===== src/rtl/usb_buffer_ctrl.sv =====
// Packet buffer between the USB satellite and the USB RX/TX engines: 64-byte FWFT FIFO,
// host/USB arbitration and TX packet sequencing with sticky overflow/underflow status.
//
// state       | meaning
// S_IDLE      | FIFO open to host and RX engine; waiting for a tx_packet command
// S_TX_START  | one-cycle tx_start pulse to the TX engine
// S_TX_ACTIVE | TX engine drains the FIFO with tx_get until tx_done or tx_error
// S_FLUSH     | aborted packet; FIFO emptied, back to IDLE next cycle
module usb_buffer_ctrl #(
  parameter int DEPTH = 64,
  parameter int AW    = 6
) (
  input  logic          clk_sys,
  input  logic          rst,
  input  logic          store_tx_data,
  input  logic [7:0]    tx_data,
  input  logic          get_rx_data,
  output logic [7:0]    rx_data,
  input  logic          clear,
  input  logic [3:0]    tx_packet,
  output logic          tx_packet_ack,
  output logic          buf_busy,
  output logic [AW:0]   buffer_occupancy,
  input  logic          rx_store,
  input  logic [7:0]    rx_byte,
  output logic          tx_start,
  output logic [3:0]    tx_pid,
  input  logic          tx_get,
  output logic [7:0]    tx_byte,
  input  logic          tx_done,
  input  logic          tx_error,
  output logic          tx_transfer_active,
  output logic          overflow_err,
  output logic          underflow_err
);

  typedef enum logic [1:0] {S_IDLE, S_TX_START, S_TX_ACTIVE, S_FLUSH} state_t;

  state_t      state_q, state_d;
  logic [AW:0] wptr_q, wptr_d, rptr_q, rptr_d;
  logic [3:0]  tx_pid_q, tx_pid_d;
  logic        ovf_q, ovf_d, unf_q, unf_d;
  logic [7:0]  mem_q [DEPTH];

  logic [AW:0] occ;
  logic        full, empty, is_idle, flush;
  logic        push_req, pop_req, do_push, do_pop, mem_we;
  logic [7:0]  push_data;

  always_comb begin
    occ       = wptr_q - rptr_q;
    full      = (occ == (AW+1)'(DEPTH));
    empty     = (occ == '0);
    is_idle   = (state_q == S_IDLE);
    buf_busy  = ~is_idle | rx_store;
    push_req  = (rx_store & is_idle) | (store_tx_data & ~buf_busy);
    push_data = rx_store ? rx_byte : tx_data;
    pop_req   = (get_rx_data & ~buf_busy) | (tx_get & (state_q == S_TX_ACTIVE));
    do_pop    = pop_req & ~empty;
    // a full FIFO still accepts a push when a pop frees a slot in the same cycle
    do_push   = push_req & (~full | do_pop);
    flush     = ((state_q == S_TX_ACTIVE) & tx_error) | (state_q == S_FLUSH);
    mem_we    = do_push & ~clear & ~flush;
  end

  always_comb begin
    state_d       = state_q;
    tx_pid_d      = tx_pid_q;
    tx_packet_ack = 1'b0;
    tx_start      = 1'b0;
    case (state_q)
      S_IDLE: begin
        if (tx_packet != 4'd0) begin
          tx_packet_ack = 1'b1;
          if (tx_packet <= 4'd4) begin
            tx_pid_d = tx_packet;
            state_d  = S_TX_START;
          end
        end
      end
      S_TX_START: begin
        tx_start = 1'b1;
        state_d  = S_TX_ACTIVE;
      end
      S_TX_ACTIVE: begin
        if (tx_error)     state_d = S_FLUSH;
        else if (tx_done) state_d = S_IDLE;
      end
      S_FLUSH: state_d = S_IDLE;
      default: state_d = S_IDLE;
    endcase
  end

  always_comb begin
    wptr_d = wptr_q + {{AW{1'b0}}, do_push};
    rptr_d = rptr_q + {{AW{1'b0}}, do_pop};
    ovf_d  = ovf_q | (push_req & full & ~do_pop);
    unf_d  = unf_q | (pop_req & empty);
    if (clear || flush) begin
      wptr_d = '0;
      rptr_d = '0;
    end
    if (clear) begin
      ovf_d = 1'b0;
      unf_d = 1'b0;
    end
  end

  always_ff @(posedge clk_sys) begin
    if (rst) begin
      state_q  <= S_IDLE;
      wptr_q   <= '0;
      rptr_q   <= '0;
      tx_pid_q <= '0;
      ovf_q    <= 1'b0;
      unf_q    <= 1'b0;
    end else begin
      state_q  <= state_d;
      wptr_q   <= wptr_d;
      rptr_q   <= rptr_d;
      tx_pid_q <= tx_pid_d;
      ovf_q    <= ovf_d;
      unf_q    <= unf_d;
    end
  end

  // storage needs no reset; the head output is masked while empty
  always_ff @(posedge clk_sys) begin
    if (mem_we) mem_q[wptr_q[AW-1:0]] <= push_data;
  end

  assign rx_data            = empty ? 8'h00 : mem_q[rptr_q[AW-1:0]];
  assign tx_byte            = rx_data;
  assign buffer_occupancy   = occ;
  assign tx_pid             = tx_pid_q;
  assign tx_transfer_active = (state_q == S_TX_START) | (state_q == S_TX_ACTIVE);
  assign overflow_err       = ovf_q;
  assign underflow_err      = unf_q;

endmodule

===== config.mk =====
export PLATFORM = sky130hd
export DESIGN_NAME = usb_buffer_ctrl
export DESIGN_NICKNAME = d
export VERILOG_FILES = /design/src/rtl/usb_buffer_ctrl.sv
export SDC_FILE = /design/constraint.sdc
export NUM_CORES = 1
export LEC_CHECK = 0
export ABC_AREA = 1
export ABC_CLOCK_PERIOD_IN_PS = 4700
export CAP_MARGIN = 30
export CORE_ASPECT_RATIO = 0.7
export CORE_MARGIN = 4
export CORE_UTILIZATION = 66
export DETAILED_ROUTE_END_ITERATION = 12
export PLACE_DENSITY = 0.84
export SETUP_SLACK_MARGIN = 0.2
export SLEW_MARGIN = 10
export SYNTH_ARGS = -nofsm -noshare
export SYNTH_HDL_FRONTEND = slang
export SYNTH_SLANG_ARGS = --single-unit

===== constraint.sdc =====
create_clock -name clk_sys -period 4.7 [get_ports clk_sys]
set_input_delay 0.94 -clock clk_sys [delete_from_list [all_inputs] [get_ports clk_sys]]
set_output_delay 0.94 -clock clk_sys [all_outputs]
set_load 0.02 [all_outputs]

# Word level (Yosys, flattened, before mapping)

Memories as Yosys holds them, arrays and structs flattened. A register that Yosys moved wholly into a read port is not among the register bits.
Index checks and enable logic that the tools add are counted.
W data, S select, Z words.

Register bits after elaboration: 22
Memory bits (writable): 512
Bits of input ports: 29
Word-level logic and storage cells: 66
Memories: 1

Memory list:

| memory | words | width | rd ports | clocked after Yosys merged registers in | wr ports | line | RTL |
|---|---|---|---|---|---|---|---|
| mem_q  | 64    | 8     | 1        | 1                                       | 1        | 43   | `logic [7:0] mem_q [DEPTH];` |

Add/subtract/negate cells: 3
$lt $le $gt $ge: 1
Equal/unequal tests: 7
Muxes and demuxes: 13
Bitwise operators: 27
Reductions and logical operators: 8

Operator list:

| kind                 | count |
|---|---|
| $mux W8              | 2 |
| $add A7 B1 Y7        | 2 |
| $and A1 B1 Y1        | 12 |
| $mux W2              | 4 |
| $or A1 B1 Y1         | 8 |
| $pmux W2 S4          | 1 |
| $eq A7 B7 Y1 const B | 1 |
| $logic_not A7 Y1     | 1 |
| $not A1 Y1           | 7 |
| $sub A7 B7 Y7        | 1 |
| $mux W6              | 1 |
| $reduce_and A3 Y1    | 2 |
| $mux W1              | 5 |
| $eq A2 B2 Y1 const B | 2 |
| $le A4 B3 Y1 const B | 1 |
| $ne A2 B1 Y1 const B | 2 |
| $reduce_bool A4 Y1   | 1 |
| $reduce_or A2 Y1     | 2 |
| $ne A3 B3 Y1 const B | 1 |
| $eq A2 B1 Y1 const B | 1 |
| $logic_not A2 Y1     | 1 |
| $logic_or A1 B1 Y1   | 1 |

# Depth between registers and ports, before layout

Word-level depth: 13
Mapped depth: 18

# Worst setup path before layout

OpenSTA, ideal clock, no wires.

Path type: register to output
Start: register rptr_q[1]
End: output tx_byte[0]
Arrival: 2.682 ns
Required time: 3.760 ns
Setup slack: 1.078 ns
Cell stages (with the launch flop): 13
Path buffers: 3
Cell sequence: dfxtp_1 -> clkinv_1 -> buf_2 -> buf_2 -> fa_1 -> xor2_1 -> nor2_2 -> nand2_1 -> nor2_1 -> nand2_1 -> nand3_1 -> nor2_1 -> buf_4

Longest elaborated chain between the ends: 3

RTL lines:

| element                 | line | RTL |
|---|---|---|
| from (decl)             | 40   | `logic [AW:0] wptr_q, wptr_d, rptr_q, rptr_d;` |
| from (signal assigned)  | 120  | `rptr_q <= rptr_d;` |
| $sub A7 B7 Y7           | 51   | `occ = wptr_q - rptr_q;` |
| net buffer_occupancy[2] | 23   | `output logic [AW:0] buffer_occupancy,` |
| $logic_not A7 Y1        | 53   | `empty = (occ == '0);` |
| $mux W8                 | 132  | `assign rx_data = empty ? 8'h00 : mem_q[rptr_q[AW-1:0]];` |
| to (decl)               | 29   | `output logic [7:0] tx_byte,` |

The timed path passes the listed nets, and every way through them passes these cells.

# Worst setup path in the final report

Start: register wptr_q[0]
End: output rx_data[5]

Longest elaborated chain between the ends: 3

RTL lines:

| element                | line | RTL |
|---|---|---|
| from (decl)            | 40   |  |
| from (signal assigned) | 119  | `wptr_q <= wptr_d;` |
| $sub A7 B7 Y7          | 51   |  |
| $logic_not A7 Y1       | 53   |  |
| $mux W8                | 132  |  |
| to (decl)              | 18   | `output logic [7:0] rx_data,` |

Every way passes these cells.

==> impl_metrics.ini <==
[outcome]
status = finished clean

[logic_synthesis]
ys.warnings.count = 0
synth.area.top_cells = edfxtp_1 (68%), nand2_1 (12%), nand3_1 (8.3%)
synth_top_cell_by_area = edfxtp_1
synth_area_um2 = 22600
yosysMostFrequentCell = nand2_1
synth-edff-count = 512
synth_common_cells = nand2_1 (713), edfxtp_1 (512), nand3_1 (376)
synth_cell_types = 36
synth_cells = 2038
synth_nets = 2082
avgSynthCellArea_um2 = 11.1
ys_seq_elements = 534
synth-seq-area-share_pct = 70.1
post-synth-top-area-fraction_pct = 68.2
ys_async_sr_fraction_pct = 0
ys.flop_type = edfxtp_1

[route]
drt_iter0_markers = 2340
vias = 15700
wire_per_inst_um = 22.0
antenna_left = 0
post-route-drc-count = 0
finalWirelength_mm = 55.7
vias_per_cell = 6.19
dr.pass1.iters = 6

[power]
internal_power_uw = 7640
powerDensity_nw_per_um2 = 404
comb_power_share_pct = 11.0
p_leak_uw = 0.00923
switching_share_pct = 24.2
clkPwrFrac_pct = 36.4
pwr-share-seq_pct = 52.6
switchingPower_uw = 2440
vdd_drop_max_mv = 0.325

[worst_setup_path]
crit_arrival_ns = 3.47
reg2reg_to = mem_q[17][3]
start_kind = register
worstPathCellList = inv_1 > ha_1 > inv_1 > fa_1 > or2_2 > nor2_2 > nand2_1 > nor2_2 > nand2_4 > nand2_1 > nor2_1 > clkdlybuf4s50_1
r2r_start = rptr_q[4]
required_ns = 3.76
slowest_stage = clkdlybuf4s50_1
rr_worst_depth = 12
r2r_slack_ns = 1.33
crit_type = reg -> out
slowest_delay_ns = 0.58
worstSetupEndpointType = output pin
crit_fanout = 8

[floorplanning]
die_x_um = 229
placeableCoreArea_um2 = 33600
start_util_pct = 67.1
die_height_um = 163
num_rows = 56
die_area_um2 = 37200
num_io_pins = 62

[clocking]
ctsHoldBuffers = 0
clock_path_buffers = 3
cts_num_sinks = 534
cts_inserted_buffers = 47
h-tree-depth = 2
clock_latency_ns = 0.57
clkTransAtPathRegs_ns = 0.06
clock-root-buffer = clkbuf_16
cts_tree = built

[sta]
setup_tns_ns = 0
finalHoldViolations = 0
fin_crit_ns = 4.41
relSlewSlack_pct = 35.2
fmax_mhz = 227
whs_ns = 0.447
finalClockSkew_ns = 0.0166
setup_viol = 0
grt_setup_unrepaired = true
drv_slew = 0
period_share_pct = 93.9
tightest_slew_ns = 0.968

[min_path]
hp-start = tx_pid[3]
min_to = tx_pid[3]
holdCritPathClass = reg -> reg
holdPathStages = 2

[global_routing]
grt_pass1_wl_mm = 85.4
first_global_vias = 15100
grt_max_degree = 140
grt-ovfl-total = 0
antenna_found_initial = 0
grt_usage_pct = 29.8

[place]
hpwl_mm = 32.7
io_buffer_count = 61
place_congestion = 0.923

[job]
maxCapViolations = 0

[final_layout]
num_antenna_cells = 0
fin_nets = 2104
nFillCells = 2079
regArea_um2 = 15800
multi_input_area_um2 = 6030
area_growth_pct = 10.7
drive_above_1_share_pct = 6.35
==> layer usage <==
metal	GRT usage (%)	vias up	wire length, um
li1	-	7087	-
met1	42.2	7411	21300
met2	45.0	1038	25100
met3	7.62	136	7270
met4	12.4	0	2110
met5	0	-	0
==> placed cells by master (no fill, tap or decap), types with 15 or more instances in the layout <==
cell type        instances
inv_1                   42
buf_4                   21
nor2_1                 126
a21oi_1                 53
clkbuf_16               49
nand3_1                376
edfxtp_1               512
nand2_1                704
dfxtp_1                 19
dlymetal6s2s_1          15
clkdlybuf4s50_1         46
==> critical path, delay by kind of cell, from the launching register on <==
family,cells,cell delay [ns]
fa+ha+maj,2,0.66
simple gates,7,1.04
flops,1,0.38
buf+inv,3,0.82
==> sequential cells by signal, summed over array words and instances, names as in the netlist <==
name           count
state_q            2
tx_pid             4
mem_q            512
underflow_err      1
overflow_err       1
wptr_q             7
rptr_q             7
==> logic make-up (layout without fill, tap and decap cells) <==
family	Yosys count	in the layout	share of synthesized area, %
flops	534	534	70.1
xor+xnor	3	3	0.150
buf+inv	166	223	3.33
compound gates	70	70	1.65
fa+ha+maj	15	15	0.865
simple gates	1250	1250	23.9
==> repair_timing <==
item,CTS,global route
gates resized for setup,4,20
pin swaps,0,0
buffers inserted,0,0
setup endpoints to repair,16,16
==> layout make-up <==
type,count,share of cell area [%]
clock buffer,60,5.08
clock inverter,24,0.636
inverter,49,0.792
multi-input combinational,1338,24.1
sequential,534,63.4
tap,435,2.18
timing repair buffer,90,3.80
==> worst max path at each step <==
stage,endpoint,slack [ns],start
6_report,rx_data[5],0.29,wptr_q[0]
5_1_grt,rx_data[5],0.15,wptr_q[0]
4_1_cts,rx_data[7],0.22,wptr_q[0]
3_5_place_dp,rx_data[7],0.61,wptr_q[0]
3_3_place_gp,rx_data[7],0.70,wptr_q[0]
2_1_floorplan,tx_byte[0],1.08,rptr_q[1]
==> per-stage QoR <==
step | power [uW] | utilization (%) | std cells | cell area (um2) | setup slack [ns]
detailed placement | 6490 | 69.8 | 2446 | 23500 | 0.606
global placement | 6460 | 69.8 | 2446 | 23500 | 0.702
floorplan | 6090 | - | 2038 | 22600 | 1.08
global route | 10400 | 74.2 | 2530 | 25000 | 0.149
CTS | 10100 | 74.1 | 2530 | 24900 | 0.219
finish | 10100 | 74.2 | 2530 | 25000 | 0.286
==> power by group through the flow <==
stage | sequential (uW) | combinational, uW | clock (uW)
after global routing | 5300 | 1190 | 3870
after global placement | 5400 | 1060 | 0
after detailed placement | 5410 | 1080 | 0
after CTS | 5300 | 1100 | 3670
final | 5300 | 1110 | 3660
after floorplan | 5410 | 675 | 0
No activity file was read; power rests on OpenSTA's default activity.
